File: src/rtl/rf_wb_arbiter_if.sv
// ============================================================================
// Module : rf_wb_arbiter_if
// Brief  : Writeback, long-latency result, decode and register-file signals
//          shared by the writeback arbiter and its neighbours.
// Rev    : 1.0
// ============================================================================
`default_nettype none

interface rf_wb_arbiter_if;
  logic        core_wren_i;
  logic [4:0]  core_rd_addr_i;
  logic [31:0] core_rd_data_i;
  logic        lsu_valid_i;
  logic        lsu_ready_o;
  logic [4:0]  lsu_rd_addr_i;
  logic [31:0] lsu_rd_data_i;
  logic        issue_valid_i;
  logic [4:0]  dec_rs1_addr_i;
  logic [4:0]  dec_rs2_addr_i;
  logic [4:0]  dec_rd_addr_i;
  logic        core_stall_o;
  logic        rf_wren_o;
  logic [4:0]  rf_rd_addr_o;
  logic [31:0] rf_rd_data_o;
  logic [31:0] busy_o;

  modport master (
    output core_wren_i, core_rd_addr_i, core_rd_data_i,
    output lsu_valid_i, lsu_rd_addr_i, lsu_rd_data_i,
    output issue_valid_i, dec_rs1_addr_i, dec_rs2_addr_i, dec_rd_addr_i,
    input  lsu_ready_o, core_stall_o, rf_wren_o, rf_rd_addr_o, rf_rd_data_o, busy_o
  );

  modport slave (
    input  core_wren_i, core_rd_addr_i, core_rd_data_i,
    input  lsu_valid_i, lsu_rd_addr_i, lsu_rd_data_i,
    input  issue_valid_i, dec_rs1_addr_i, dec_rs2_addr_i, dec_rd_addr_i,
    output lsu_ready_o, core_stall_o, rf_wren_o, rf_rd_addr_o, rf_rd_data_o, busy_o
  );
endinterface

`default_nettype wire

File: src/rtl/rf_wb_arbiter.sv
// ============================================================================
// Module : rf_wb_arbiter
// Brief  : Shares the register-file write port between core writeback and a
//          FIFO of long-latency results; keeps a busy scoreboard and stalls.
//          Optional same-cycle result bypass: define RF_WB_BYPASS_EN.
// Rev    : 1.0
// ============================================================================
`default_nettype none

module rf_wb_arbiter #(
  parameter int DEPTH    = 4,
  parameter int MAX_WAIT = 8
) (
  input  logic           clk_i,
  input  logic           rst_ni,
  rf_wb_arbiter_if.slave bus
);

  localparam int AW = $clog2(DEPTH);
  localparam int CW = $clog2(MAX_WAIT + 1);

  localparam logic [0:0] NORMAL = 1'b0;
  localparam logic [0:0] FORCE  = 1'b1;

  logic [4:0]    mem_addr [DEPTH];
  logic [31:0]   mem_data [DEPTH];
  logic [AW:0]   wr_ptr;
  logic [AW:0]   rd_ptr;
  logic [CW-1:0] wait_cnt;
  logic [0:0]    state;
  logic [0:0]    state_next;
  logic [31:0]   busy;
  logic [31:0]   busy_next;
  logic [31:0]   set_mask;
  logic [31:0]   clr_mask;

  logic        empty;
  logic        full;
  logic        core_req;
  logic        accept;
  logic        bypass;
  logic        push;
  logic        pop;
  logic        blocked;
  logic        stall;
  logic [4:0]  head_addr;
  logic [31:0] head_data;
  logic        wr_en;
  logic [4:0]  wr_addr;
  logic [31:0] wr_data;

  // Extra MSB on the pointers separates full from empty.
  assign empty     = (wr_ptr == rd_ptr);
  assign full      = (wr_ptr[AW] != rd_ptr[AW]) && (wr_ptr[AW-1:0] == rd_ptr[AW-1:0]);
  assign head_addr = mem_addr[rd_ptr[AW-1:0]];
  assign head_data = mem_data[rd_ptr[AW-1:0]];

  assign core_req = bus.core_wren_i && (bus.core_rd_addr_i != 5'd0);
  assign accept   = bus.lsu_valid_i && !full;

`ifdef RF_WB_BYPASS_EN
  assign bypass = empty && !core_req && (state == NORMAL) && accept &&
                  (bus.lsu_rd_addr_i != 5'd0);
`else
  assign bypass = 1'b0;
`endif

  // rd=0 results are accepted but never stored.
  assign push = accept && (bus.lsu_rd_addr_i != 5'd0) && !bypass;

  always_comb begin
    pop     = 1'b0;
    wr_en   = 1'b0;
    wr_addr = 5'd0;
    wr_data = 32'd0;
    if (state == FORCE) begin
      pop     = !empty;
      wr_en   = !empty;
      wr_addr = head_addr;
      wr_data = head_data;
    end else if (core_req) begin
      wr_en   = 1'b1;
      wr_addr = bus.core_rd_addr_i;
      wr_data = bus.core_rd_data_i;
    end else if (!empty) begin
      pop     = 1'b1;
      wr_en   = 1'b1;
      wr_addr = head_addr;
      wr_data = head_data;
    end else if (bypass) begin
      wr_en   = 1'b1;
      wr_addr = bus.lsu_rd_addr_i;
      wr_data = bus.lsu_rd_data_i;
    end
  end

  assign blocked = (state == NORMAL) && !empty && core_req;

  always_comb begin
    state_next = state;
    case (state)
      NORMAL:  if (blocked && (wait_cnt == CW'(MAX_WAIT - 1))) state_next = FORCE;
      FORCE:   state_next = NORMAL;
      default: state_next = NORMAL;
    endcase
  end

  assign stall = (state == FORCE) || busy[bus.dec_rs1_addr_i] ||
                 busy[bus.dec_rs2_addr_i] || busy[bus.dec_rd_addr_i];

  always_comb begin
    set_mask = 32'd0;
    clr_mask = 32'd0;
    if (bus.issue_valid_i && !stall && (bus.dec_rd_addr_i != 5'd0))
      set_mask = 32'd1 << bus.dec_rd_addr_i;
    if (pop)
      clr_mask = 32'd1 << head_addr;
    else if (bypass)
      clr_mask = 32'd1 << bus.lsu_rd_addr_i;
    busy_next = ((busy & ~clr_mask) | set_mask) & ~32'd1;
  end

  always_ff @(posedge clk_i or negedge rst_ni) begin
    if (!rst_ni) begin
      wr_ptr   <= '0;
      rd_ptr   <= '0;
      wait_cnt <= '0;
      state    <= NORMAL;
      busy     <= 32'd0;
    end else begin
      if (push) wr_ptr <= wr_ptr + 1'b1;
      if (pop)  rd_ptr <= rd_ptr + 1'b1;
      if (pop || empty)
        wait_cnt <= '0;
      else if (blocked)
        wait_cnt <= wait_cnt + 1'b1;
      state <= state_next;
      busy  <= busy_next;
    end
  end

  always_ff @(posedge clk_i) begin
    if (push) begin
      mem_addr[wr_ptr[AW-1:0]] <= bus.lsu_rd_addr_i;
      mem_data[wr_ptr[AW-1:0]] <= bus.lsu_rd_data_i;
    end
  end

  assign bus.lsu_ready_o  = !full;
  assign bus.core_stall_o = stall;
  assign bus.rf_wren_o    = wr_en;
  assign bus.rf_rd_addr_o = wr_addr;
  assign bus.rf_rd_data_o = wr_data;
  assign bus.busy_o       = busy;

endmodule

`default_nettype wire

File: src/flat_wrapper.sv
// flat-port wrapper written by rule: the top's interface ports become plain ports
module rf_wb_arbiter_flat 
#(
  parameter int DEPTH    = 4,
  parameter int MAX_WAIT = 8
)
  (clk_i, rst_ni, bus_core_wren_i, bus_core_rd_addr_i, bus_core_rd_data_i, bus_lsu_valid_i, bus_lsu_rd_addr_i, bus_lsu_rd_data_i, bus_issue_valid_i, bus_dec_rs1_addr_i, bus_dec_rs2_addr_i, bus_dec_rd_addr_i, bus_lsu_ready_o, bus_core_stall_o, bus_rf_wren_o, bus_rf_rd_addr_o, bus_rf_rd_data_o, bus_busy_o);
  rf_wb_arbiter_if bus_i ();
  input  logic clk_i;
  input  logic rst_ni;
  input wire logic [$bits(bus_i.core_wren_i)-1:0] bus_core_wren_i;
  input wire logic [$bits(bus_i.core_rd_addr_i)-1:0] bus_core_rd_addr_i;
  input wire logic [$bits(bus_i.core_rd_data_i)-1:0] bus_core_rd_data_i;
  input wire logic [$bits(bus_i.lsu_valid_i)-1:0] bus_lsu_valid_i;
  input wire logic [$bits(bus_i.lsu_rd_addr_i)-1:0] bus_lsu_rd_addr_i;
  input wire logic [$bits(bus_i.lsu_rd_data_i)-1:0] bus_lsu_rd_data_i;
  input wire logic [$bits(bus_i.issue_valid_i)-1:0] bus_issue_valid_i;
  input wire logic [$bits(bus_i.dec_rs1_addr_i)-1:0] bus_dec_rs1_addr_i;
  input wire logic [$bits(bus_i.dec_rs2_addr_i)-1:0] bus_dec_rs2_addr_i;
  input wire logic [$bits(bus_i.dec_rd_addr_i)-1:0] bus_dec_rd_addr_i;
  output wire logic [$bits(bus_i.lsu_ready_o)-1:0] bus_lsu_ready_o;
  output wire logic [$bits(bus_i.core_stall_o)-1:0] bus_core_stall_o;
  output wire logic [$bits(bus_i.rf_wren_o)-1:0] bus_rf_wren_o;
  output wire logic [$bits(bus_i.rf_rd_addr_o)-1:0] bus_rf_rd_addr_o;
  output wire logic [$bits(bus_i.rf_rd_data_o)-1:0] bus_rf_rd_data_o;
  output wire logic [$bits(bus_i.busy_o)-1:0] bus_busy_o;
  assign bus_i.core_wren_i = bus_core_wren_i;
  assign bus_i.core_rd_addr_i = bus_core_rd_addr_i;
  assign bus_i.core_rd_data_i = bus_core_rd_data_i;
  assign bus_i.lsu_valid_i = bus_lsu_valid_i;
  assign bus_i.lsu_rd_addr_i = bus_lsu_rd_addr_i;
  assign bus_i.lsu_rd_data_i = bus_lsu_rd_data_i;
  assign bus_i.issue_valid_i = bus_issue_valid_i;
  assign bus_i.dec_rs1_addr_i = bus_dec_rs1_addr_i;
  assign bus_i.dec_rs2_addr_i = bus_dec_rs2_addr_i;
  assign bus_i.dec_rd_addr_i = bus_dec_rd_addr_i;
  assign bus_lsu_ready_o = bus_i.lsu_ready_o;
  assign bus_core_stall_o = bus_i.core_stall_o;
  assign bus_rf_wren_o = bus_i.rf_wren_o;
  assign bus_rf_rd_addr_o = bus_i.rf_rd_addr_o;
  assign bus_rf_rd_data_o = bus_i.rf_rd_data_o;
  assign bus_busy_o = bus_i.busy_o;
  rf_wb_arbiter #(.DEPTH(DEPTH), .MAX_WAIT(MAX_WAIT)) u_core (.clk_i(clk_i), .rst_ni(rst_ni), .bus(bus_i));
endmodule
File: config.mk
export PLATFORM = sky130hd
export DESIGN_NAME = rf_wb_arbiter_flat
export DESIGN_NICKNAME = d
export VERILOG_FILES = /design/src/rtl/rf_wb_arbiter_if.sv /design/src/rtl/rf_wb_arbiter.sv /design/src/flat_wrapper.sv
export SDC_FILE = /design/constraint.sdc
export NUM_CORES = 1
export LEC_CHECK = 0
export CORE_UTILIZATION = 50
export CTS_CLUSTER_DIAMETER = 40
export DETAILED_ROUTE_END_ITERATION = 8
export GPL_ROUTABILITY_DRIVEN = 0
export PLACE_DENSITY = 0.73
export SETUP_SLACK_MARGIN = 0.02
export SKIP_CTS_REPAIR_TIMING = 1
export SYNTH_ARGS = -nofsm -noshare
export SYNTH_HDL_FRONTEND = slang
export SYNTH_SLANG_ARGS = --single-unit
File: constraint.sdc
create_clock -name clk_i -period 3 [get_ports clk_i]
set_input_delay 0.3 -clock clk_i [delete_from_list [all_inputs] [get_ports clk_i]]
set_output_delay 0.3 -clock clk_i [all_outputs]
set_load 0.005 [all_outputs]
==> results.md <==
- Period utilization: slightly below 100%
- Initial antenna violation count: 0
- Die Width: about 130 µm
- Post-route setup slack: between 40 and 50 ps
- Initial DRC count: ~540
- Switch share: about a third
- Slew HR: between 20% and 30%
- FFs w/ async S/R, synth: between 20% and 30%
- First-pass GRT wire length: between 30000 and 40000 µm
- Max stage delay on crit path: ~550 ps
- DRT Pass-1 Iters: 5
- Yosys cell types: 51
- Seq cells post-synth: 190
- CP cell instances: mux4_2 -> nor2_1 -> o22ai_1 -> or4_4 -> or3_4 -> dlymetal6s2s_1
- Final number of setup-violating endpoints: 0
- Detailed Route WL: 22400 µm
- Synthesized area: around 8800 µm²
- Commonest non-fill, non-tap cell in the layout: clkdlybuf4s50_1
- Starting Density: between 50% and 60%
- CP endpoint kind: output pin
- Gate power share: about two fifths
- Post-Place Worst Slack: -383 ps
- Sequential power share: about 37%
- Post-synth top flop: edfxtp_1
- Layout Nets: just under 900
- FF-to-FF setup slack: a little over 400 ps
- Design area: 11700 µm²
- CP Launch Type: flop
- Number of remaining DRC errors: 0
- RSZ-0062 raised after global routing: true
- Worst-path cell with the longest stage delay: or4_4
- Critical Path AT: 2650 ps
- Root buffer cell: clkbuf_16
- Internal cell power: ~7 mW
- Final Max Tran Viols: 0
- Synth area leader: edfxtp_1
- CTS max path bufs: 2
- Clk slew on worst S/H paths: around 70 ps
- # diodes: 0
- Dpl hpwl: 14500 µm
- Share of cells above drive strength 1: between 10% and 20%
- # H-tree levels: 4
- Pin count of the biggest net entering global routing: 43
- Worst Hold Class: in -> async
- Seq/Total Area, Yosys: slightly above 60%
- Synthesized net count: between 600 and 700
- Buf+Inv Stages, Crit Path: 1
- Final Hold Fails: 0
- Row Count: 48
- DIE AREA: 18200 µm²
- Vias in the first global route: approximately 6500
- Worst Path Required: 2700 ps
- CP Class: reg -> out
- Outcome: completed
- EDFF count, synth: between 100 and 150
- Worst Skew: ~16 ps
- Leakage power: 4.15 nW
- Max-cap viol count: 0
- Vias per cell: 6.19
- Minimum clock period after layout: between 2000 and 3000 ps
- Fmax: 339 MHz
- Port-buffer cells: about 160
- Core ar.: 17200 µm²
- Syn Area/Cell: roughly 15 µm²
- Sw power: 3.46 mW
- Crit Path Max Fanout: 5
- Overflow after GRT: 0
- CTS tree: built
- TritonCTS Sinks: 190
- IO Pins: 166
- DR WL/cell: 22.3 µm
- Post-synth top area share: ~50%
- Remaining antenna violation count after routing: 0
- Peak supply drop: approximately 480 µV
- Most frequent cells in the layout: 158 x clkdlybuf4s50_1, 148 x edfxtp_1, 47 x mux4_2
- Ys Warns: 0
- Top delay family on crit path: simple AND/OR/NAND/NOR gates
- Worst-skew pair later-pin latency: roughly 430 ps
- Pwr dens: around 900 nW/µm²
- Top post-synthesis cells by area: edfxtp_1 50%, mux4_2 12%, dfrtp_1 12%
- Area Growth Syn to Fin: 32.4%
- Total CTS buffers: 17
- Die Y: 135 µm
- Setup TNS Final: 0 ps
- DR vias: 6225
- Worst slew pin tran: 1110 ps
- Total track usage: approximately 25%
- Syn Inst Count: ~580
- Post-Place Cell Area: 10900 µm²
- Power share of the clock group: roughly 23%
## worst reg2reg max path: stages, from the launching register on
cell and delay [ps]:
dfrtp_1 430, xor2_1 310, nor2_1 100, nand2_1 120, o311a_1 300, and2_2 930
## cells by family after synthesis
| logic type | after synthesis | share of synthesized area (%) |
|---|---|---|
| other | 1 | 0.0425 |
| AO/OA/AOI/OAI | 118 | 8.88 |
| XOR/XNOR | 9 | 0.894 |
| AND/OR/NAND/NOR | 137 | 8.94 |
| buffers and inverters | 49 | 2.38 |
| flip-flops | 190 | 62.3 |
| multiplexers | 72 | 15.7 |
| adder cells (fa/ha/maj) | 6 | 0.851 |
## registers in the layout, summed over array words and instances, names as in the netlist
register / count
u_core.bus.busy_o: 31
u_core.mem_addr: 20
u_core.mem_data: 128
u_core.rd_ptr: 3
u_core.state: 1
u_core.wait_cnt: 4
u_core.wr_ptr: 3
## power groups by stage
| stage | Sequential, mW | Combinational (mW) | Clock, mW |
|---|---|---|---|
| final | 3.96 | 4.27 | 2.39 |
| after floorplan | 3.90 | 2.18 | 0 |
| after detailed placement | 4.00 | 4.08 | 0 |
| after global placement | 3.95 | 4.03 | 0 |
| after global routing | 4.01 | 4.60 | 2.53 |
| after CTS | 3.94 | 4.12 | 2.42 |
## metal layers
layer,up-vias,routed length (µm),part of all wire (%),global-route usage [%]
met5,-,0,0,0
met4,0,588,2.6,10.3
met3,49,1610,7.2,5.37
met2,345,11000,49,41.2
met1,3108,9210,41,33.1
li1,2723,-,-,-
## final cells by class
type,instances,area (µm²)
tap,225,282
clock inverter,15,204
clock buffer,17,425
inverter,6,22.5
sequential,190,5500
multi-input combinational,343,3190
fill,1176,5560
timing repair buffer,209,2050
## per-stage QoR
step                      hold WS, ps  util (%)  total power, mW  cells
after global placement            435      63.3             7.98    969
after global routing             69.4      67.8             11.1   1005
final                            2.09      67.8             10.6   1005
after CTS                        32.2      66.9             10.5   1001
after detailed placement          447      63.3             8.07    969
after floorplan                  4.41         -             6.08    582
## Yosys cell counts (all sizes together) (3+ instances only)
cell and count:
nand4b 3, nand3b 3, o21ai 63, nand2b 5
inv 6, clkbuf 24, mux2 8, dfrtp 42
nand2 9, mux4 51, a22o 37, nand3 25
ha 6, nor2 14, nor2b 11, xor2 6
nand4 17, xnor2 3, mux2i 13, nor3 3
and2 5, or4 3, edfxtp 148, or3 35
buf 19
## worst paths after layout
path,startpoint,to,cells past startpoint
setup / recovery,u_core.bus.busy_o[16]$_DFF_PN0_,bus_core_stall_o,6
hold / removal,rst_ni,u_core.bus.busy_o[21]$_DFF_PN0_,1
hold reg to reg,u_core.wait_cnt[3]$_DFFE_PN0P_,u_core.state$_DFF_PN0_,1
setup reg to reg,u_core.wr_ptr[0]$_DFFE_PN0P_,u_core.mem_addr[3][0]$_DFFE_PP_,5
max in group asynchronous,rst_ni,u_core.rd_ptr[1]$_DFFE_PN0P_,1
min in group clk_i,u_core.wait_cnt[3]$_DFFE_PN0P_,u_core.state$_DFF_PN0_,1
Power figures use the tool's default switching activity.
